$ cat src/rtl/stream_mux_pkg.sv
`default_nettype none
// +--------------------------------------------------------------------------+
// | Module      : stream_mux_pkg                                             |
// | Description : Shared definitions for the stream_mux block: mode          |
// |               encodings, default geometry and output-register states.    |
// | Ports       : none (package)                                             |
// | Revision    : 1.0 - initial release                                      |
// +--------------------------------------------------------------------------+
package stream_mux_pkg;

  // Value of the mode port
  localparam logic MODE_SEL = 1'b0;
  localparam logic MODE_RR  = 1'b1;

  // Default geometry
  localparam int DEFAULT_N_IN = 8;
  localparam int DEFAULT_W    = 8;

  // One-entry output register occupancy
  typedef enum logic {
    ST_EMPTY = 1'b0,
    ST_FULL  = 1'b1
  } state_t;

endpackage : stream_mux_pkg
`default_nettype wire

$ cat src/rtl/stream_mux_rr_arbiter.sv
`default_nettype none
// +--------------------------------------------------------------------------+
// | Module      : rr_arbiter                                                 |
// | Description : Combinational round-robin search. Finds the first set      |
// |               request bit starting at ptr+1 and wrapping modulo N_IN.    |
// | Ports       : req[N_IN]      - request vector                            |
// |               ptr[SELW]      - index granted last (lowest priority now)  |
// |               grant[SELW]    - index of the winning request              |
// |               grant_valid    - high when any request is set              |
// | Revision    : 1.0 - initial release                                      |
// +--------------------------------------------------------------------------+
module rr_arbiter #(
  parameter int N_IN = 8,
  parameter int SELW = $clog2(N_IN)
) (
  input  logic [N_IN-1:0] req,
  input  logic [SELW-1:0] ptr,
  output logic [SELW-1:0] grant,
  output logic            grant_valid
);

  logic [SELW-1:0] w_idx;

  // Walk the N_IN candidates in priority order; the first hit wins. ptr is
  // always a legal channel index, so the wrapped index stays below N_IN.
  always_comb begin
    grant       = '0;
    grant_valid = 1'b0;
    w_idx       = '0;
    for (int k = 1; k <= N_IN; k++) begin
      w_idx = SELW'((int'(ptr) + k) % N_IN);
      if (!grant_valid && req[w_idx]) begin
        grant_valid = 1'b1;
        grant       = w_idx;
      end
    end
  end

endmodule : rr_arbiter
`default_nettype wire

$ cat src/rtl/stream_mux.sv
`default_nettype none
// +--------------------------------------------------------------------------+
// | Module      : stream_mux                                                 |
// | Description : N_IN-to-1 valid/ready stream multiplexer with a one-entry  |
// |               registered output. Select mode grants channel sel; the     |
// |               optional round-robin mode (compiled only when the macro    |
// |               STREAM_MUX_RR_EN is defined) rotates priority after each   |
// |               accepted word. Without the macro, mode is ignored.         |
// | Ports       : clk, rst (async, active high)                              |
// |               in_data[N_IN*W], in_valid[N_IN], in_ready[N_IN]            |
// |               sel[SELW], mode                                            |
// |               out_data[W], out_valid, out_ready, out_src[SELW]           |
// | Revision    : 1.0 - initial release                                      |
// +--------------------------------------------------------------------------+
module stream_mux
  import stream_mux_pkg::*;
#(
  parameter int N_IN = DEFAULT_N_IN,
  parameter int W    = DEFAULT_W,
  parameter int SELW = $clog2(N_IN)
) (
  input  logic              clk,
  input  logic              rst,
  input  logic [N_IN*W-1:0] in_data,
  input  logic [N_IN-1:0]   in_valid,
  output logic [N_IN-1:0]   in_ready,
  input  logic [SELW-1:0]   sel,
  input  logic              mode,
  output logic [W-1:0]      out_data,
  output logic              out_valid,
  input  logic              out_ready,
  output logic [SELW-1:0]   out_src
);

  state_t          r_state;
  logic [W-1:0]    r_data;
  logic [SELW-1:0] r_src;

  logic            w_load;
  logic            w_sel_hit;
  logic            w_grant_valid;
  logic [SELW-1:0] w_grant;
  logic [W-1:0]    w_grant_data;
  logic            w_in_xfer;

  // The register can take a word when empty or when it is being drained this
  // cycle. Held low during reset so no handshake completes while rst is high.
  assign w_load = ~rst & ((r_state == ST_EMPTY) | out_ready);

  // Select-mode request check. Comparing against every legal index makes an
  // out-of-range sel (non power-of-two N_IN) naturally produce no grant.
  always_comb begin
    w_sel_hit = 1'b0;
    for (int i = 0; i < N_IN; i++) begin
      if ((sel == SELW'(i)) && in_valid[i]) begin
        w_sel_hit = 1'b1;
      end
    end
  end

`ifdef STREAM_MUX_RR_EN
  logic [SELW-1:0] r_ptr;
  logic [SELW-1:0] w_rr_grant;
  logic            w_rr_valid;

  rr_arbiter #(
    .N_IN (N_IN),
    .SELW (SELW)
  ) u_rr_arbiter (
    .req         (in_valid),
    .ptr         (r_ptr),
    .grant       (w_rr_grant),
    .grant_valid (w_rr_valid)
  );

  always_comb begin
    if (mode == MODE_RR) begin
      w_grant       = w_rr_grant;
      w_grant_valid = w_rr_valid;
    end else begin
      w_grant       = sel;
      w_grant_valid = w_sel_hit;
    end
  end

  // Reset value N_IN-1 makes channel 0 the first candidate after reset.
  always_ff @(posedge clk or posedge rst) begin
    if (rst) begin
      r_ptr <= SELW'(N_IN - 1);
    end else if (w_in_xfer && (mode == MODE_RR)) begin
      r_ptr <= w_grant;
    end
  end
`else
  logic w_unused_mode;
  assign w_unused_mode = mode;

  assign w_grant       = sel;
  assign w_grant_valid = w_sel_hit;
`endif

  assign w_in_xfer = w_grant_valid & w_load;

  // One-hot ready and data steering for the granted channel.
  always_comb begin
    in_ready     = '0;
    w_grant_data = '0;
    for (int i = 0; i < N_IN; i++) begin
      if (w_grant == SELW'(i)) begin
        in_ready[i]  = w_grant_valid & w_load;
        w_grant_data = in_data[i*W +: W];
      end
    end
  end

  // Output register: a new word wins over a drain in the same cycle, which
  // keeps the register FULL at one transfer per clock.
  always_ff @(posedge clk or posedge rst) begin
    if (rst) begin
      r_state <= ST_EMPTY;
      r_data  <= '0;
      r_src   <= '0;
    end else if (w_in_xfer) begin
      r_state <= ST_FULL;
      r_data  <= w_grant_data;
      r_src   <= w_grant;
    end else if (out_ready) begin
      r_state <= ST_EMPTY;
    end
  end

  assign out_valid = (r_state == ST_FULL);
  assign out_data  = r_data;
  assign out_src   = r_src;

endmodule : stream_mux
`default_nettype wire

$ cat config.mk
export PLATFORM = sky130hd
export DESIGN_NAME = stream_mux
export DESIGN_NICKNAME = d
export VERILOG_FILES = /design/src/rtl/stream_mux_pkg.sv /design/src/rtl/stream_mux_rr_arbiter.sv /design/src/rtl/stream_mux.sv
export SDC_FILE = /design/constraint.sdc
export NUM_CORES = 1
export LEC_CHECK = 0
export ABC_AREA = 1
export CAP_MARGIN = 20
export CORE_MARGIN = 5
export CORE_UTILIZATION = 33
export CTS_BUF_LIST = sky130_fd_sc_hd__clkbuf_8
export DETAILED_ROUTE_END_ITERATION = 10
export PLACE_DENSITY_LB_ADDON = 0.2
export SYNTH_ARGS = -nofsm -noshare
export SYNTH_HDL_FRONTEND = slang
export SYNTH_HIERARCHICAL = 1
export SYNTH_SLANG_ARGS = --single-unit
export TNS_END_PERCENT = 5
$ cat constraint.sdc
create_clock -name clk -period 2.52 [get_ports clk]
set_clock_uncertainty 0.15 [all_clocks]
set_input_delay 0.504 -clock clk [delete_from_list [all_inputs] [get_ports clk]]
set_output_delay 0.504 -clock clk [all_outputs]
set_load 0.02 [all_outputs]
# [Yosys cells after proc, flatten, opt, wreduce, memory -nomap -nowiden]
# Index checks and enable logic that the tools add are counted.
# W data, S select, Z words.
[totals] output_inout_bits=20 latch_bits=0 mem_bits_rw=0 mem_bits_ro=0 memories=0 register_bits=12
[classes] n_lt_le_gt_ge=0 multipliers=0 div_mod_pow=0 n_addsub=0 n_reduce_logical=10 eq_ne=7 mux=26 shift=0 n_bitwise=5
[op_table] operator="$mux W8" count=8
[op_table] operator="$mux W1" count=18
[op_table] operator="$eq A3 B3 Y1 const B" count=4
[op_table] operator="$logic_and A1 B1 Y1" count=8
[op_table] operator="$eq A3 B2 Y1 const B" count=2
[op_table] operator="$eq A3 B1 Y1 const B" count=1
[op_table] operator="$logic_not A3 Y1" count=1
[op_table] operator="$and A1 B1 Y1" count=2
[op_table] operator="$not A1 Y1" count=2
[op_table] operator="$reduce_bool A2 Y1" count=1
[op_table] operator="$or A1 B1 Y1" count=1

# [Longest topological paths before layout]
# Gate-level depths: netlist (run 1).
[logic_depth] word_depth=12 ltp_mapped=13 ltp_nobuf=11

# [Least setup slack after synthesis (run 1)]
# No wires, ideal clock.
[synth_timing] kind="input-to-output" from="input sel[0]" to="output in_ready[0]" required_time_ns=1.866 stages=11 setup_slack_ns=0.174 arrival_time_ns=1.692 path_cell_list="buf_6 inv_6 nand2_8 nor2_4 nand2_2 nand2_1 nor2_2 nand2_4 nand2_4 buf_4 nor2_1"
[synth_between] elab_chain_len=12 elab_cells_between_ends=26
[synth_rtl] element="start: declaration" line_no="stream_mux.sv:27" source="input logic [SELW-1:0] sel,"
[synth_rtl] element="$logic_not A3 Y1" line_no="stream_mux.sv:55, stream_mux.sv:109"
[synth_rtl] element="$logic_and A1 B1 Y1" line_no="stream_mux.sv:55" source="if ((sel == SELW'(i)) && in_valid[i]) begin"
[synth_rtl] element="$mux W1 (8 in series)" line_no="stream_mux.sv:55"
[synth_rtl] element="$and A1 B1 Y1" line_no="stream_mux.sv:110" source="in_ready[i] = w_grant_valid & w_load;"
[synth_rtl] element="$mux W1 (*)" line_no="stream_mux.sv:109" source="if (w_grant == SELW'(i)) begin"
[synth_rtl] element="end: declaration" line_no="stream_mux.sv:26" source="output logic [N_IN-1:0] in_ready,"
# Every way passes the cells marked *; elsewhere a longest branch is shown, timed or not.

# [Worst setup path after layout (run 1)]
[layout_timing] from="input sel[1]" to="output in_ready[1]"
[layout_between] elab_chain_len=12 elab_cells_between_ends=26
[layout_rtl] element="$logic_not A3 Y1" line_no="stream_mux.sv:55"
[layout_rtl] element="$logic_and A1 B1 Y1" line_no="stream_mux.sv:55"
[layout_rtl] element="$mux W1 (8 in series)" line_no="stream_mux.sv:55"
[layout_rtl] element="$and A1 B1 Y1" line_no="stream_mux.sv:110"
[layout_rtl] element="$mux W1 (*)" line_no="stream_mux.sv:109"
# Marked as above.

==> results.json, run 1 <==
{
  "power.leakage_uw": 0.00116,
  "max-cap-violations": 0,
  "grt_max_degree": 19,
  "p_clk_share_pct": 20.7,
  "syn-cell-area_mm2": 0.00125,
  "drc": 0,
  "worst_ep_required_time_ns": 1.87,
  "p_sw_uw": 335,
  "ir_drop_v": 0.000239,
  "worst-path-stages": 10,
  "hold_path_class": "reg2reg",
  "worstRegToRegCells": 7,
  "cts_max_level": 1,
  "via_per_inst": 4.65,
  "synth_area_leaders": "dfrtp_1 (24%), nand2_1 (19%), nor2_1 (11%)",
  "finalMaxSlewViolations": 0,
  "relSlewSlack_pct": 70.1,
  "antenna_found_initial": 0,
  "r2r_slack_ns": 1.11,
  "grt_pass1_vias": 1685,
  "dieArea_mm2": 0.00511,
  "syn_to_final_growth_pct": 94.9,
  "synthArstFlopShare_pct": 100,
  "setup_viol": 0,
  "crit_slowest_cell": "dlygate4sd2_1",
  "hold_viol_final": 0,
  "wl_met2_um": 2210,
  "start_util_pct": 34.1,
  "run_status": "completed",
  "setup_slack_ns": 0.114,
  "start_kind": "input port",
  "max_clock_freq_ghz": 0.416,
  "avgRoutedWirePerCell_um": 13.0,
  "regArea_um2": 300,
  "tightest_slew_ns": 0.448,
  "firstDrtPassIters": 4,
  "die_x_um": 71.5,
  "reg2reg_from": "out_valid",
  "critPathMaxFanout": 8,
  "drt-met1-wl_um": 2040,
  "drt_iter0_markers": 112,
  "ys_seq_elements": 12,
  "core_mm2": 0.00366,
  "rsz0062_at_grt": "false",
  "p_per_area_mw_per_mm2": 410,
  "synth.net_count": 280,
  "io_pins": 99,
  "place_ws_ns": -0.617,
  "endpoint": "in_ready[1]",
  "avgSynthCellArea_um2": 6.21,
  "switching_share_pct": 33.5,
  "hold_ws_ns": 0.332,
  "drt.antenna.violating_nets": 0,
  "top_layer_used": "met4",
  "clock_path_buffers": 2,
  "seq_power_share_pct": 27.8,
  "cts-root-buf": "clkbuf_8",
  "synth_top_cell_by_area": "dfrtp_1",
  "synth_edf_count": 0,
  "antenna_cells": 0,
  "fin_util_pct": 66.5,
  "synthFlopType": "dfrtp_1",
  "routed-via-count": 1713,
  "multi_input_area_um2": 816,
  "fin_area_mm2": 0.00243,
  "numCtsBuffers": 3,
  "path_delay_family": "buffers and inverters",
  "synth_commonest_cells": "nand2_1 (63), nor2_1 (38), nand3_1 (23), inv_1 (14), nand4_1 (13)",
  "path_buf_inv": 4,
  "synth.most_common_cell": "nand2_1",
  "fin_crit_sh_pct": 95.5,
  "dp_hpwl_um": 3960,
  "die_y_um": 71.5,
  "clock_latency_ns": 0.24,
  "syn_inst": 201,
  "synth_top_cell_area_share_pct": 24.0,
  "crit_path_cell_trace": "dlygate4sd2_1 -> buf_12 -> inv_4 -> nand3_1 -> o21ai_2 -> nor2_2 -> nand2_4 -> nand2_4 -> nor3_2 -> buf_2",
  "timing.rr.end": "out_data[5]",
  "max_stage_delay_ns": 0.27,
  "cp-end-kind": "output port",
  "cts_sinks": 12,
  "cp.arrival_ns": 1.75,
  "portBuffers": 97,
  "cts_setup_buffers": 0,
  "n_fill_cell": 342,
  "gp_congestion": 0.849,
  "p_int_uw": 664,
  "crit_top_cell": "nand2_4",
  "crit_type": "in2out",
  "yosysWarnings": 6,
  "dp_cells": 364,
  "cts_tree": "yes",
  "wl_met3_um": 488,
  "drive_above_1_share_pct": 18.8,
  "row_count": 22,
  "yosysSeqAreaShare_pct": 24.0,
  "combPwrFrac_pct": 51.6,
  "wirelength_um": 4770,
  "stdcell_count": 368,
  "min_period_ns": 2.41,
  "placed_area_mm2": 0.00242,
  "ys_types": 20,
  "path_clk_slew_ns": 0.05,
  "crit_start": "sel[1]",
  "grt_overflow": 0,
  "grt_pass1_wl_um": 7570,
  "nets": 400,
  "holdBufCountCts": 0,
  "grt.total_usage_pct": 18.4
}
-- power groups by stage --
stage	logic, uW	clock network (uW)	registers, uW
CTS	521	208	278
global placement	517	0	279
detailed placement	522	0	278
floorplan	161	0	344
global route	558	222	286
finish	515	206	277
-- what timing repair did --
item,in CTS,in global routing
resized for setup,34,9
endpoints found under the setup margin,8,8
hold endpoints to repair,0,0
-- how the worst min path moves through the flow --
stage	from	endpoint	slack, ns	cells past startpoint
after floorplan	rst	out_data[0]	0.22	1
after global placement	out_data[7]	out_data[7]	0.31	2
after detailed placement	out_data[7]	out_data[7]	0.32	2
after CTS	out_data[7]	out_data[7]	0.33	2
after global routing	out_data[0]	out_data[0]	0.36	2
final	out_data[2]	out_data[2]	0.33	2
-- per-layer routing --
metal / vias to the layer above / track usage, %
met5: - / 0
met4: 0 / 2.09
met3: 4 / 5.61
met2: 85 / 31.6
met1: 737 / 23.5
li1: 887 / -
-- logic make-up (layout without fill, tap and decap cells) --
| group | after synthesis | count (layout) | share of synthesized area [%] |
|---|---|---|---|
| AOI/OAI and AO/OA | 12 | 12 | 4.81 |
| buffers and inverters | 24 | 143 | 11.1 |
| DFF | 12 | 12 | 24.0 |
| and+or+nand+nor | 153 | 153 | 60.0 |
-- registers in the layout, summed over array words and instances, names as in the netlist --
signal	cells
out_valid	1
out_src	3
out_data	8
-- metrics by stage --
step                      power, uW  TNS, ns
final                           999        0
after global routing           1070        0
after CTS                      1010        0
after detailed placement        800    -4.77
after global placement          796    -4.49
after floorplan                 505        0
-- final cells by class --
class                      instances  area share (%)
timing repair buffer             122            46.3
sequential                        12            12.3
clock buffer                       4            2.26
multi-input combinational        165            33.5
tap                               48            2.47
inverter                          17            3.14
-- worst reg2reg max path, delay by kind of cell (launching register included) --
family / cells / cell delay, ns
AO/OA/AOI/OAI: 1 / 0.15
buffers and inverters: 2 / 0.36
flip-flops: 1 / 0.39
AND/OR/NAND/NOR: 4 / 0.30
-- layout by cell type (no fill, tap or decap), types with 7 or more instances in the layout --
cell type	Yosys	final
nand4_1	13	13
nor2_1	38	37
nand3_1	23	23
buf_4	1	24
clkdlybuf4s50_1	0	86
a21oi_1	9	9
inv_1	14	14
dfrtp_1	12	12
buf_2	2	7
nand2_1	63	63
Power figures use the tool's default switching activity.
==> run 2, diff against run 1 <==
==> constraint.sdc (replaced) <==
create_clock -name clk -period 2.25 [get_ports clk]
set_clock_uncertainty 0.15 [all_clocks]
set_input_delay 0.45 -clock clk [delete_from_list [all_inputs] [get_ports clk]]
set_output_delay 0.45 -clock clk [all_outputs]
set_load 0.02 [all_outputs]
==> run 2 against run 1 <==
Compared with the run above: final cell count increased by 2.4%; largest cell class unchanged; flip-flop and latch count stayed put; critical path type unchanged; via count up 4.0%; the flow now finishes with violations (setup timing); die area is the same; critical path depth shrank 2; register-to-register slack worse by 0.26 ns; hold slack worse by 0.0045 ns.
==> results.json, run 2 (synthesis results as in run 1) <==
{
  "finalMaxSlewViolations": 0,
  "antenna_found_initial": 0,
  "largest_reg_flops": 8,
  "cts-root-buf": "clkbuf_8",
  "max-cap-violations": 0,
  "final_common_cell": "clkdlybuf4s50_1",
  "cts_sinks": 12,
  "violations": "setup timing",
  "final.setup.tns_ns": -0.00417,
  "wirelength_um": 5000,
  "crit_type": "in2out",
  "power.leakage_uw": 0.00121,
  "row_count": 22,
  "run_status": "complete, but fails checks",
  "relSlewSlack_pct": 69.2,
  "drt.antenna.violating_nets": 0,
  "max_clock_freq_ghz": 0.444,
  "final_cell_mix": "clkdlybuf4s50_1 (84), nand2_1 (63), buf_4 (38)",
  "via_per_inst": 4.72,
  "path_clk_slew_ns": 0.05,
  "avgRoutedWirePerCell_um": 13.3,
  "dp_hpwl_um": 3970,
  "dp_cells": 366,
  "clock_latency_ns": 0.23,
  "ir_drop_v": 0.000377,
  "nets": 410,
  "routed-via-count": 1781,
  "crit_slowest_cell": "clkdlybuf4s50_1",
  "io_pins": 99,
  "holdBufCountCts": 0,
  "die_y_um": 71.5,
  "start_kind": "input port",
  "hold_viol_final": 0,
  "cp.arrival_ns": 1.65,
  "portBuffers": 97,
  "drt_iter0_markers": 103,
  "crit_path_cell_trace": "clkdlybuf4s50_1 -> nand3_1 -> nand2_1 -> nor2_2 -> nand2_4 -> nand2_8 -> nor2_1 -> buf_4",
  "firstDrtPassIters": 4,
  "tightest_slew_ns": 0.462,
  "grt_max_degree": 19,
  "fin_area_mm2": 0.00254,
  "max_stage_delay_ns": 0.46,
  "core_mm2": 0.00366,
  "cts_tree": "yes",
  "stdcell_count": 377,
  "p_per_area_mw_per_mm2": 436,
  "gp_congestion": 0.865,
  "drive_above_1_share_pct": 22.8,
  "worst_ep_required_time_ns": 1.65,
  "clock_path_buffers": 2,
  "min_period_ns": 2.25,
  "setup_viol": 1,
  "drc": 0,
  "die_x_um": 71.5,
  "grt_overflow": 0,
  "critPathMaxFanout": 8,
  "syn_to_final_growth_pct": 104,
  "cts_max_level": 1,
  "hold_ws_ns": 0.328,
  "cp-end-kind": "output port",
  "grt.total_usage_pct": 19.4,
  "start_util_pct": 34.1,
  "antenna_cells": 0,
  "grt_pass1_wl_um": 8010,
  "path_delay_family": "buffers and inverters",
  "dieArea_mm2": 0.00511,
  "numCtsBuffers": 3,
  "placed_area_mm2": 0.00243,
  "fin_crit_sh_pct": 100,
  "setup_slack_ns": -0.00417,
  "path_buf_inv": 2,
  "grt_pass1_vias": 1722,
  "hold_path_class": "reg2reg"
}
## run 2: cell count changes in the layout (fill, tap and decap cells not counted), sizes merged
cell and change:
clkbuf -3, buf +13, dlymetal6s2s +1, clkdlybuf4s50 -2
## run 2: metrics by stage
step	total power (uW)	util (%)	setup WS [ns]
global route	1180	69.5	-0.0369
global placement	893	66.4	-0.745
finish	1110	69.5	-0.00417
floorplan	566	-	0.0118
detailed placement	898	66.4	-0.801
CTS	1110	68.6	0.00362
## run 2: power by group
| part | internal [uW] | switching [uW] |
|---|---|---|
| Combinational | 329 | 276 |
| Clock | 118 | 74.1 |
| Sequential | 276 | 34.9 |
| Total | 723 | 385 |
## run 2: layout make-up
class | instances | area [um^2]
inverters | 17 | 76.3
well taps | 48 | 60.1
flip-flops and latches | 12 | 300
multi-input cells | 165 | 845
repair buffers | 132 | 1220
fillers | 338 | 1120
clock buffers | 3 | 41.3
## run 2: worst paths after layout
kind                              from           to  slack, ns  cells after the start
setup reg to reg             out_valid  out_data[1]       0.85                      7
setup / recovery           in_valid[0]  in_ready[3]     -0.004                      8
max in group asynchronous          rst  out_data[0]       1.21                      2
hold reg to reg            out_data[5]  out_data[5]       0.33                      2
min in group asynchronous          rst   out_src[2]       0.43                      2
hold / removal             out_data[5]  out_data[5]       0.33                      2
## run 2: worst min-delay path: cells and delay by family (launching register included)
| family | cells | cell delay [ns] |
|---|---|---|
| AND/OR/NAND/NOR | 2 | 0.11 |
| flip-flops | 1 | 0.34 |
## run 2: repair_timing
item | 4_1_cts | 5_1_grt
pin swaps | 9 | 7
setup endpoints to repair | 8 | 8
buffers inserted | 7 | 1
resized for setup | 53 | 12
## run 2: metal layers
layer  wire length [um]  GRT usage (%)
met5                  0              0
met1               2160           24.5
met4                 48           1.46
met2               2310           34.0
met3                483           5.47
